`config.mk`:
```
export PLATFORM = sky130hd
export DESIGN_NAME = fpu_result_collector
export DESIGN_NICKNAME = d
export VERILOG_FILES = /design/src/rtl/fpu_pkg.sv /design/src/rtl/fpu_sync_fifo.sv /design/src/rtl/fpu_result_collector.sv
export SDC_FILE = /design/constraint.sdc
export NUM_CORES = 1
export LEC_CHECK = 0
export BUFFER_PORTS_ARGS = -buffer_cell sky130_fd_sc_hd__buf_4
export CAP_MARGIN = 20
export CORE_MARGIN = 4
export CORE_UTILIZATION = 45
export CTS_BUF_LIST = sky130_fd_sc_hd__clkbuf_4 sky130_fd_sc_hd__clkbuf_8 sky130_fd_sc_hd__clkbuf_16
export DETAILED_ROUTE_END_ITERATION = 12
export GPL_TIMING_DRIVEN = 0
export PLACE_DENSITY = 0.71
export SETUP_SLACK_MARGIN = 0.4
export SYNTH_ARGS = -nofsm -noshare
export SYNTH_HDL_FRONTEND = slang
export SYNTH_SLANG_ARGS = --single-unit
export TNS_END_PERCENT = 10
```
`constraint.sdc`:
```
create_clock -name aclk -period 11.4 [get_ports aclk]
set_clock_uncertainty 0.1 [all_clocks]
set_input_delay 1.14 -clock aclk [delete_from_list [all_inputs] [get_ports aclk]]
set_output_delay 1.14 -clock aclk [all_outputs]
set_load 0.05 [all_outputs]
```
`src/rtl/fpu_pkg.sv`:
```
// fpu_pkg: shared IEEE-754 single-precision field constants, type and NaN helper.
package fpu_pkg;
   localparam int FP32_W  = 32;
   localparam int EXP_MSB = 30;
   localparam int EXP_LSB = 23;
   localparam int MAN_MSB = 22;
   typedef logic [FP32_W-1:0] fp32_t;
   // NaN: all-ones exponent with any nonzero mantissa bit (infinity has mantissa 0)
   function automatic logic is_nan(input fp32_t v);
      return (&v[EXP_MSB:EXP_LSB]) && (|v[MAN_MSB:0]);
   endfunction
endpackage

```
`src/rtl/fpu_sync_fifo.sv`:
```
// fpu_sync_fifo: flop-based synchronous FIFO with a registered head output.
// Ports: clk/rst (async, active-high); push/wdata write side; pop request
// (ignored when empty); rdata/valid registered head; count and count_next
// occupancy; full/empty status; drop flags a push lost to a full FIFO.
module fpu_sync_fifo
   import fpu_pkg::*;
#(
   parameter int W     = 32,
   parameter int DEPTH = 16,
   localparam int AW   = $clog2(DEPTH),
   localparam int CW   = AW + 1
) (
   input  logic          clk,
   input  logic          rst,
   input  logic          push,
   input  logic [W-1:0]  wdata,
   input  logic          pop,
   output logic [W-1:0]  rdata,
   output logic          valid,
   output logic [CW-1:0] count,
   output logic [CW-1:0] count_next,
   output logic          full,
   output logic          empty,
   output logic          drop
);
   logic [W-1:0]  mem [DEPTH];
   logic [AW-1:0] wr_ptr;
   logic [AW-1:0] rd_ptr;
   logic [AW-1:0] rd_next;
   logic          do_push;
   logic          do_pop;
   assign empty      = count == '0;
   assign full       = count == CW'(DEPTH);
   assign do_pop     = pop & ~empty;
   // a pop in the same cycle frees the slot, so a full FIFO still accepts the push
   assign do_push    = push & (~full | do_pop);
   assign drop       = push & ~do_push;
   assign rd_next    = rd_ptr + AW'(do_pop);
   assign count_next = count + CW'(do_push) - CW'(do_pop);
   always_ff @(posedge clk)
      if (do_push) mem[wr_ptr] <= wdata;
   // head is registered from next-state pointers; a write landing on the new
   // head slot this cycle is forwarded so an empty FIFO shows data one cycle later
   always_ff @(posedge clk or posedge rst)
      if (rst) begin
         wr_ptr <= '0;
         rd_ptr <= '0;
         count  <= '0;
         valid  <= 1'b0;
         rdata  <= '0;
      end else begin
         wr_ptr <= wr_ptr + AW'(do_push);
         rd_ptr <= rd_next;
         count  <= count_next;
         valid  <= count_next != '0;
         if (count_next != '0) rdata <= (do_push && wr_ptr == rd_next) ? wdata : mem[rd_next];
      end
endmodule

```
`src/rtl/fpu_result_collector.sv`:
```
// fpu_result_collector: buffers the no-backpressure multiplier result stream
// and re-presents it on valid/ready, tracking credits for the upstream issuer.
// Ports: aclk, areset (async, active-high); issue pulse and registered
// issue_ok credit; s_valid/s_data result input; m_valid/m_data/m_ready output;
// count (FIFO occupancy), inflight (issued, not yet returned), sticky overflow.
// Optional: define FPU_NAN_FLAG_EN to add the sticky nan_seen output.
module fpu_result_collector
   import fpu_pkg::*;
#(
   parameter int DATA_W       = 32,
   parameter int DEPTH        = 16,
   parameter int MAX_INFLIGHT = 16,
   localparam int CW          = $clog2(DEPTH) + 1,
   localparam int IW          = $clog2(MAX_INFLIGHT) + 1
) (
   input  logic              aclk,
   input  logic              areset,
   input  logic              issue,
   output logic              issue_ok,
   input  logic              s_valid,
   input  logic [DATA_W-1:0] s_data,
   output logic              m_valid,
   output logic [DATA_W-1:0] m_data,
   input  logic              m_ready,
   output logic [CW-1:0]     count,
   output logic [IW-1:0]     inflight,
   output logic              overflow
`ifdef FPU_NAN_FLAG_EN
   ,output logic             nan_seen
`endif
);
   logic [CW-1:0] count_next;
   logic [IW-1:0] inflight_next;
   logic          full;
   logic          empty;
   logic          drop;
   logic          inc;
   logic          dec;
   logic          at_max;
   logic          at_zero;
   logic          err;
   fpu_sync_fifo #(.W(DATA_W), .DEPTH(DEPTH)) u_fifo (
      .clk        (aclk),
      .rst        (areset),
      .push       (s_valid),
      .wdata      (s_data),
      .pop        (m_ready),
      .rdata      (m_data),
      .valid      (m_valid),
      .count      (count),
      .count_next (count_next),
      .full       (full),
      .empty      (empty),
      .drop       (drop)
   );
   // a result returning in the same cycle as a new issue leaves the count unchanged
   assign inc     = issue & ~s_valid;
   assign dec     = s_valid & ~issue;
   assign at_max  = inflight == IW'(MAX_INFLIGHT);
   assign at_zero = inflight == '0;
   assign inflight_next = (inc && !at_max) ? inflight + IW'(1) :
                          (dec && !at_zero) ? inflight - IW'(1) : inflight;
   assign err = (inc & at_max) | (dec & at_zero) | drop;
   always_ff @(posedge aclk or posedge areset)
      if (areset) begin
         inflight <= '0;
         overflow <= 1'b0;
         issue_ok <= 1'b1;
      end else begin
         inflight <= inflight_next;
         overflow <= overflow | err;
         issue_ok <= (32'(count_next) + 32'(inflight_next)) < 32'(DEPTH);
      end
`ifdef FPU_NAN_FLAG_EN
   always_ff @(posedge aclk or posedge areset)
      if (areset) nan_seen <= 1'b0;
      else if (s_valid && is_nan(fp32_t'(s_data[FP32_W-1:0]))) nan_seen <= 1'b1;
`endif
endmodule

```
==> results of run 1 <==
## final timing paths
kind                                           start                           end  slack [ns]
max                        u_fifo.count[3]$_DFF_PP0_  u_fifo.rdata[27]$_DFFE_PP0P_        6.45
min                               overflow$_DFF_PP0_            overflow$_DFF_PP0_        0.37
max reg2reg                u_fifo.count[3]$_DFF_PP0_  u_fifo.rdata[27]$_DFFE_PP0P_        6.45
min reg2reg                       overflow$_DFF_PP0_            overflow$_DFF_PP0_        0.37
max in group asynchronous                     areset  u_fifo.rdata[13]$_DFFE_PP0P_       10.00
min in group asynchronous                     areset  u_fifo.rdata[23]$_DFFE_PP0P_        0.62
## final cells by class
type / count / area share, %
tap: 664 / 3.16
clock buffer: 80 / 6.29
inverter: 14 / 0.209
multi-input combinational: 427 / 20.1
timing repair buffer: 121 / 4.12
clock inverter: 26 / 1.14
sequential: 565 / 63.5
buffer: 63 / 1.46
## critical path: stages, from the launching register on
cell                        delay, ns
sky130_fd_sc_hd__dfrtp_1         0.40
sky130_fd_sc_hd__inv_1           0.08
sky130_fd_sc_hd__ha_1            0.13
sky130_fd_sc_hd__or3b_4          0.39
sky130_fd_sc_hd__o21ai_4         0.37
sky130_fd_sc_hd__inv_1           0.23
sky130_fd_sc_hd__ha_1            0.28
sky130_fd_sc_hd__fa_1            0.54
sky130_fd_sc_hd__or3_1           0.39
sky130_fd_sc_hd__a211o_1         0.28
sky130_fd_sc_hd__a211oi_2        0.83
sky130_fd_sc_hd__inv_2           0.28
sky130_fd_sc_hd__buf_2           0.33
sky130_fd_sc_hd__a2bb2oi_1       0.17
## metal layers
metal  wire length, um  up-vias
li1                  -     4812
met5                13        -
met1             20800     5915
met3              3220       77
met2             24200      400
met4              1110        2
## kinds of logic after synthesis
logic type,count (synthesis)
DFF,565
AOI/OAI and AO/OA,145
buffers and inverters,77
muxes,160
and+or+nand+nor,90
adders and majority gates,17
xor gates and xnor gates,15
## flip-flops by register name (all words and copies together), names as in the netlist, 4 cells and up
signal and flops:
u_fifo.rdata 32, u_fifo.count 5, inflight 5, u_fifo.rd_ptr 4, u_fifo.wr_ptr 4, u_fifo.mem 512
## cells in the final DEF (no fill, tap or decap), types with 12 or more instances in the layout
cell type / count
sky130_fd_sc_hd__inv_1: 12
sky130_fd_sc_hd__ha_1: 16
sky130_fd_sc_hd__a2bb2oi_1: 32
sky130_fd_sc_hd__mux4_2: 128
sky130_fd_sc_hd__clkbuf_1: 19
sky130_fd_sc_hd__clkbuf_4: 16
sky130_fd_sc_hd__edfxtp_1: 512
sky130_fd_sc_hd__dfrtp_1: 52
sky130_fd_sc_hd__buf_2: 25
sky130_fd_sc_hd__a21oi_1: 34
sky130_fd_sc_hd__a211o_1: 33
sky130_fd_sc_hd__mux2i_1: 32
sky130_fd_sc_hd__buf_6: 18
sky130_fd_sc_hd__buf_4: 109
sky130_fd_sc_hd__clkbuf_16: 58
sky130_fd_sc_hd__and2_1: 32
sky130_fd_sc_hd__a211oi_1: 32
## Yosys cell counts, drive strengths merged (2+ instances only)
master	n	area [um^2]
ha	16	200
a2bb2oi	32	280
a21oi	34	170
nor4	3	18.8
o211ai	2	15.0
nor4b	3	26.3
buf	43	308
mux2i	32	320
nor3	6	30.0
a211o	33	289
nand3b	2	15.0
inv	14	52.6
nand3	5	25.0
edfxtp	512	15400
nand2b	6	37.5
or3	3	18.8
a31oi	3	18.8
xnor2	9	78.8
o21ai	3	26.3
and2	32	200
a211oi	33	253
xor2	5	43.8
or2	2	12.5
nand2	8	30.0
nor2	13	48.8
dfrtp	52	1300
clkbuf	20	76.3
mux4	128	2880
nor3b	2	15.0
## power breakdown
group	total [mW]	switching (mW)	internal [mW]	leakage (nW)
registers	2.68	0.109	2.57	5.23
clock network	1.91	0.760	1.15	0.975
logic	3.23	1.82	1.41	2.76
total	7.82	2.69	5.13	8.97
## per-stage QoR
stage / cells / area [um^2]
2_1_floorplan: 1069 / 22300
3_3_place_gp: 1813 / 23800
3_5_place_dp: 1854 / 24400
4_1_cts: 1960 / 26300
5_1_grt: 1960 / 26300
6_report: 1960 / 26300
==> results.md, run 1 <==
* Status: completed
* Setup repair after global routing missed its margin: false
* Antenna diode count at 0
* Achievable clock frequency at just over 200 MHz
* Maximum fanout along the worst path at 10
* Clock slew seen by the registers of the worst setup and hold paths at roughly 0.060 ns
* Final Worst Setup Slack at ~6.5 ns
* Netlist Area Pre-Place at around 22,000 um^2
* Average routed wire per standard cell at about 25 um
* Multi-input gate area in the final layout at 5290 um^2
* Number of hold-slack violations in the final timing report at 0
* I/O pin total at between 80 and 90
* GR Overflow Total at 0
* Pre-CTS worst setup slack at around 6.1 ns
* EDFF count, synth at between 500 and 600
* Buffers on Ports at 80
* Violation count after the first detailed-route iteration at between 1,000 and 1,500
* Leakage power at about 9 nW
* Final clock period utilization by the worst path at 43.4%
* Sequential area share after synthesis at approximately three quarters
* Number of warning messages in the yosys log at 0
* Wire length of the first global-routing pass at ~74,000 um
* Final Net Count at between 1,000 and 1,500
* Std-Cell Rows at around 80
* Final hold slack at about 0.37 ns
* Die Outline Area at 53,200 um^2
* Worst skew pair latency at around 0.60 ns
* Height of the die at between 200 and 250 um
* Reg2Reg Depth at 13
* First-pass DRT Iterations at 5
* Setup-failing EPs final at 0
* Max-slew violation count at 0
* HP Class: reg -> reg
* Met1 demand-to-capacity share in global routing at a little over a quarter
* Worst Setup Start Kind: flop
* Routability congestion estimate from global placement at about 0.76
* PD cells at 297 nW/um^2
* Power, Total at 7.82 mW
* Max transition margin at about a quarter
* Largest net degree at the start of global routing at 54
* Hold-critical path depth at 2
* Synthesized area per cell at about 21 um^2
* Fraction of the mapped netlist area in compound gates at 4.90%
* Placeable Area at approximately 50,000 um^2
* Total routing usage reported by global routing at a little under a fifth
* Post-detailed-routing wire length at around 49,000 um
* Post-Synthesis Cells at around 1,100
* Register area at around 17,000 um^2
* Count of max-cap constraint violations at 0
* Data required time of the critical path at between 10 and 15 ns
* Post-CTS Hold Buffers at 0
* Critical path start-end classification: reg -> reg
* Vias after detailed routing at 11,200
* Buffer count from post-CTS setup fixing at 0
* Most crowded layer after global routing: met2
* Worst supply voltage drop on vdd at around 0.00013 V
* Count of distinct cell types in the synthesized netlist at 50
* Die Span X at approximately 230 um
* CTS max path bufs at 3
* Share of layout cells above drive strength 1 at approximately a third
* TritonCTS clock tree: built
* Root cell of the clock tree: sky130_fd_sc_hd__clkbuf_16
* Fin util at between 50 and 60%
* HPWL after DPL at ~32,000 um
* Fraction of registers with async set/reset at roughly a tenth
* GRT met3 Usage at between 3 and 4%
* Simple-gate share of the synthesized area at around 2.3%
* Number of sinks driven by the clock tree at 565
* Arrival time of data at the critical path endpoint at 5.32 ns
* CTS H-tree lvls at 2
* Detail-routed via count per cell at 5.72
* Global Route met2 Usage at 30.1%
* Post-cts gate resize count at 0
* Largest family of logic cells by synthesized area: multiplexers
* Most instantiated flip-flop cell in the synthesis netlist: sky130_fd_sc_hd__edfxtp_1
* Mux cell area share after synthesis at between 10 and 15%
* Number of antenna violations at the first check in global routing at 1
* Number of design rule violations left after detail routing at 0
* Final critical path time including I/O delays and setup at slightly below 5 ns
* Number of synthesized register bits at between 500 and 600
* Initial core utilization at 45.6%
* Area growth from synthesis to layout at 17.8%
* Total CTS buffers at 56
* Final-layout fill cell count at between 3,000 and 4,000
* Vias in the first global route at 11,600
* Post-Syn Nets at roughly 1,100
* Setup TNS after final layout at 0 ns
* Fraction of the mapped netlist area in adder cells at 0.986%
* Xor and xnor fraction of the mapped netlist area at 0.656%
* Slew at the pin closest to its max-slew limit at around 1.1 ns
* Type of element capturing the critical path: flop
* Antenna Violating Nets Remaining at 0
Note: power is estimated with default switching activity, not from simulation.
==> run 2: changes to the inputs <==
Settings changed: ABC_AREA set to 1, PLACE_DENSITY 0.71 to 0.73.
Clock period 11.4 ns to 4.4 ns, I/O delays scaled along.
==> run 2 against run 1 <==
Sequential power grew to 2.6 times the previous value; cell count grew 47%; clock power grew to 2.8 times the previous value; core utilization shrank 0.074 points; count of clock-buffer cells in the layout shrank 11; flip-flop and latch count is the same; setup slack lost 6.0 ns; largest power group unchanged; first-iteration DRC count grew 87%; fmax grew 26%; power grew to 2.9 times the previous value; non-clock buffer count grew 40; wire length grew 37%.
==> results.md, run 2 <==
* Status: completed
* Vias after detailed routing at 16,600 (+48%)
* Share of total power in the clock network at 23.0% (-1.4 points)
* First-pass DRT Iterations at 6 (+1)
* Number of flip-flops in the largest register at 512 (unchanged)
* CTS H-tree lvls at 2 (unchanged)
* Fraction of the mapped netlist area in adder cells at 0.934% (-0.052 points)
* Setup-failing EPs final at 0 (unchanged)
* Share of layout cells above drive strength 1 at 13.6% (-19 points)
* Type of element capturing the critical path: flop
* Worst supply voltage drop on vdd at 0.000502 V (+280%)
* Maximum fanout along the worst path at 10 (unchanged)
* Register containing the most flip-flops in the final layout: u_fifo.mem
* Portion of total power attributed to combinational logic at 46.8% (+5.4 points)
* Number of sinks driven by the clock tree at 565 (unchanged)
* Setup repair after global routing missed its margin: true
* Antenna Violating Nets Remaining at 0 (unchanged)
* Switch Pwr at 10.1 mW (+280%)
* Arrival time of data at the critical path endpoint at 4.37 ns (-0.95 ns)
* Count of max-cap constraint violations at 0 (unchanged)
* DP Cell Count at 2,761 (+49%)
* Std-Cell Rows at 83 (+2.5%)
* Most frequent cell after synthesis: sky130_fd_sc_hd__edfxtp_1
* Vias in the first global route at 16,700 (+44%)
* Total routing usage reported by global routing at 23.5% (+4.9 points)
* Final critical path time including I/O delays and setup at 3.92 ns (-1.03 ns)
* List of most frequent post-synthesis cells: 512 x sky130_fd_sc_hd__edfxtp_1, 295 x sky130_fd_sc_hd__inv_1, 250 x sky130_fd_sc_hd__nand3_1
* Final clock period utilization by the worst path at 89.1% (+46 points)
* Count of distinct cell types in the synthesized netlist at 35 (-30%)
* Leading cell type in the layout, fill and taps excluded: sky130_fd_sc_hd__edfxtp_1
* Worst Setup Start Kind: flop
* Post-detailed-routing wire length at 67,500 um (+37%)
* Post-Syn Nets at 2,037 (+81%)
* Critical path start-end classification: reg -> reg
* Netlist Area Pre-Place at 23,600 um^2 (+5.6%)
* Net switching share of the total power at 43.8% (+9.4 points)
* Slew at the pin closest to its max-slew limit at 0.921 ns (-0.189 ns)
* GR Overflow Total at 0 (unchanged)
* Xor and xnor fraction of the mapped netlist area at 0.579% (-0.077 points)
* Fraction of the mapped netlist area in compound gates at 9.93% (+5.0 points)
* Simple-gate share of the synthesized area at 10.6% (+8.3 points)
* Commonest cells after routing, fill and taps aside: 512 x sky130_fd_sc_hd__edfxtp_1, 294 x sky130_fd_sc_hd__inv_1, 249 x sky130_fd_sc_hd__nand3_1
* Wire length of the first global-routing pass at 101,000 um (+36%)
* Final hold slack at 0.0198 ns (-0.353 ns)
* Sequential share of power at 30.2% (-4.0 points)
* PD cells at 832 nW/um^2 (+180%)
* Clock slew seen by the registers of the worst setup and hold paths at 0.06 ns (about the same)
* Average routed wire per standard cell at 23.5 um (-6.6%)
* Placeable Area at 51,600 um^2 (+5.4%)
* Area growth from synthesis to layout at 17.5%
* EDFF count, synth at 512 (unchanged)
* Cell types with the largest area share after synthesis: sky130_fd_sc_hd__edfxtp_1 65%, sky130_fd_sc_hd__dfrtp_1 5.5%, sky130_fd_sc_hd__nand3_1 5.3%
* Post-Synthesis Cells at 1,983 (+86%)
* HP Class: in -> reg
* Number of hold-slack violations in the final timing report at 0 (unchanged)
* Sequential area share after synthesis at 70.9% (-4.0 points)
* Die Span X at 237 um (+2.7%)
* Detail-routed via count per cell at 5.78 (+1.0%)
* Proportion of netlist area held by the largest area contributor at 65.2% (-3.6 points)
* Achievable clock frequency at 255 MHz (+26%)
* Routability congestion estimate from global placement at 0.874 (+15%)
* Buffer count from post-CTS setup fixing at 0 (unchanged)
* Post-synth top area cell: sky130_fd_sc_hd__edfxtp_1
* Number of design rule violations left after detail routing at 0 (unchanged)
* Largest net degree at the start of global routing at 29 (-46%)
* Final Net Count at 2,200 (+69%)
* CTS max path bufs at 3 (unchanged)
* Height of the die at 237 um (+2.7%)
* Max-slew violation count at 0 (unchanged)
* Fraction of registers with async set/reset at 9.38% (unchanged)
* Internal at 13.0 mW (+150%)
* Root cell of the clock tree: sky130_fd_sc_hd__clkbuf_16
* HPWL after DPL at 43,900 um (+38%)
* Synthesized area per cell at 11.9 um^2 (-43%)
* Violation count after the first detailed-route iteration at 2,008 (+87%)
* Worst skew pair latency at 0.62 ns (+0.02 ns)
* Die Outline Area at 56,100 um^2 (+5.4%)
* TritonCTS clock tree: built
* Non-filler instance count after layout at 2,875 (+47%)
* Number of warning messages in the yosys log at 0 (unchanged)
* Number of antenna violations at the first check in global routing at 0 (-1)
* Antenna diode count at 0 (unchanged)
* Registers with the highest flip-flop counts: u_fifo.mem: 512 flops, u_fifo.rdata: 32 flops
* Number of synthesized register bits at 565 (unchanged)
* Leakage power at 10.7 nW (+19%)
* Total CTS buffers at 57 (+1.8%)
* Mux cell area share after synthesis at 0% (-14 points)
* I/O pin total at 82 (unchanged)
* Data required time of the critical path at 4.85 ns (-6.93 ns)
* Largest family of logic cells by synthesized area: simple AND/OR/NAND/NOR gates
* Initial core utilization at 45.7% (+0.067 points)
* Max transition margin at 38.6% (+13 points)
* Most instantiated flip-flop cell in the synthesis netlist: sky130_fd_sc_hd__edfxtp_1
* Buffers on Ports at 81 (+1.3%)
## run 2: cell types whose count changed in the layout (fill, tap and decap cells not counted), sizes merged, moves of 32 or more
cell,delta
o211ai,+126
and2,-32
nor2,+52
nand3,+247
mux4,-128
a21oi,+98
a211o,-33
o21ai,+129
inv,+285
nand2,+230
a211oi,-33
a2bb2oi,-32
mux2i,-32
## run 2: path summary, 6_finish.rpt
check | startpoint | to | slack [ns] | cells past startpoint
max in group asynchronous | areset | u_fifo.rdata[29]$_DFFE_PP0P_ | 3.16 | 4
setup reg to reg | u_fifo.count[2]$_DFF_PP0_ | u_fifo.rdata[2]$_DFFE_PP0P_ | 0.48 | 16
hold / removal | s_data[12] | u_fifo.mem[5][12]$_DFFE_PP_ | 0.02 | 1
hold reg to reg | u_fifo.rdata[23]$_DFFE_PP0P_ | u_fifo.rdata[23]$_DFFE_PP0P_ | 0.38 | 2
min in group asynchronous | areset | u_fifo.rdata[13]$_DFFE_PP0P_ | 0.39 | 3
setup / recovery | u_fifo.count[2]$_DFF_PP0_ | u_fifo.rdata[2]$_DFFE_PP0P_ | 0.48 | 16
## run 2: power by group through the flow
| stage | sequential (mW) | clock (mW) | combinational [mW] |
|---|---|---|---|
| 2_1_floorplan | 7.77 | 0 | 5.87 |
| 3_3_place_gp | 7.09 | 0 | 9.96 |
| 3_5_place_dp | 7.06 | 0 | 10.5 |
| 4_1_cts | 6.96 | 5.33 | 10.6 |
| 5_1_grt | 7.02 | 5.56 | 11.6 |
| 6_report | 6.96 | 5.30 | 10.8 |
## run 2: worst max-delay path, stage by stage, from the launching register on
cell	delay (ns)
sky130_fd_sc_hd__dfrtp_1	0.40
sky130_fd_sc_hd__inv_1	0.09
sky130_fd_sc_hd__ha_1	0.16
sky130_fd_sc_hd__nand3_1	0.11
sky130_fd_sc_hd__o21ai_0	0.16
sky130_fd_sc_hd__inv_1	0.10
sky130_fd_sc_hd__ha_1	0.22
sky130_fd_sc_hd__ha_1	0.31
sky130_fd_sc_hd__clkbuf_1	0.34
sky130_fd_sc_hd__buf_2	0.42
sky130_fd_sc_hd__clkbuf_1	0.52
sky130_fd_sc_hd__o211ai_1	0.20
sky130_fd_sc_hd__nand3_1	0.16
sky130_fd_sc_hd__nand3_1	0.12
sky130_fd_sc_hd__nand3_1	0.14
sky130_fd_sc_hd__nand3_1	0.18
sky130_fd_sc_hd__nand2_1	0.11
## run 2: cell type report
| type | count | area (um^2) |
|---|---|---|
| fillers | 4093 | 23900 |
| flip-flops and latches | 565 | 16700 |
| multi-input cells | 999 | 5330 |
| clock buffers | 69 | 1550 |
| inverters | 299 | 1120 |
| repair buffers | 104 | 1050 |
| well taps | 680 | 851 |
| plain buffers | 120 | 559 |
| clock inverters | 39 | 520 |
## run 2: stage by stage
step | power, mW | setup WS, ns | cell area (um^2) | utilization (%) | setup TNS [ns]
floorplan | 13.6 | 0.668 | 23600 | - | 0
CTS | 22.9 | 0.482 | 27700 | 53.6 | 0
finish | 23.0 | 0.481 | 27700 | 53.7 | 0
global placement | 17.0 | -1.12 | 25000 | 48.5 | -493.08
global route | 24.1 | 0.339 | 27700 | 53.7 | 0
detailed placement | 17.6 | -0.122 | 25500 | 49.5 | -0.993
## run 2: kinds of logic (layout without fill, tap and decap cells)
group	count (synthesis)	in the layout
buffers and inverters	419	631
XOR/XNOR	13	13
AO/OA/AOI/OAI	399	399
AND/OR/NAND/NOR	570	570
flip-flops	565	565
adder cells (fa/ha/maj)	17	17
## run 2: timing repair
| item | 4_1_cts | 5_1_grt |
|---|---|---|
| hold endpoints to repair | 65 | 0 |
| pin swaps | 0 | 1 |
| hold buffers | 6 | 0 |
| resized for setup | 4 | 10 |
| gates cloned | 0 | 0 |
| endpoints found under the setup margin | 32 | 31 |
## run 2: per-layer routing
| metal | GRT usage [%] | part of all wire (%) | vias up |
|---|---|---|---|
| li1 | - | - | 7283 |
| met1 | 29.6 | 36 | 8006 |
| met2 | 39.2 | 48 | 1099 |
| met3 | 4.51 | 11 | 219 |
| met4 | 11.5 | 5.0 | 0 |
| met5 | 0 | 0 | - |
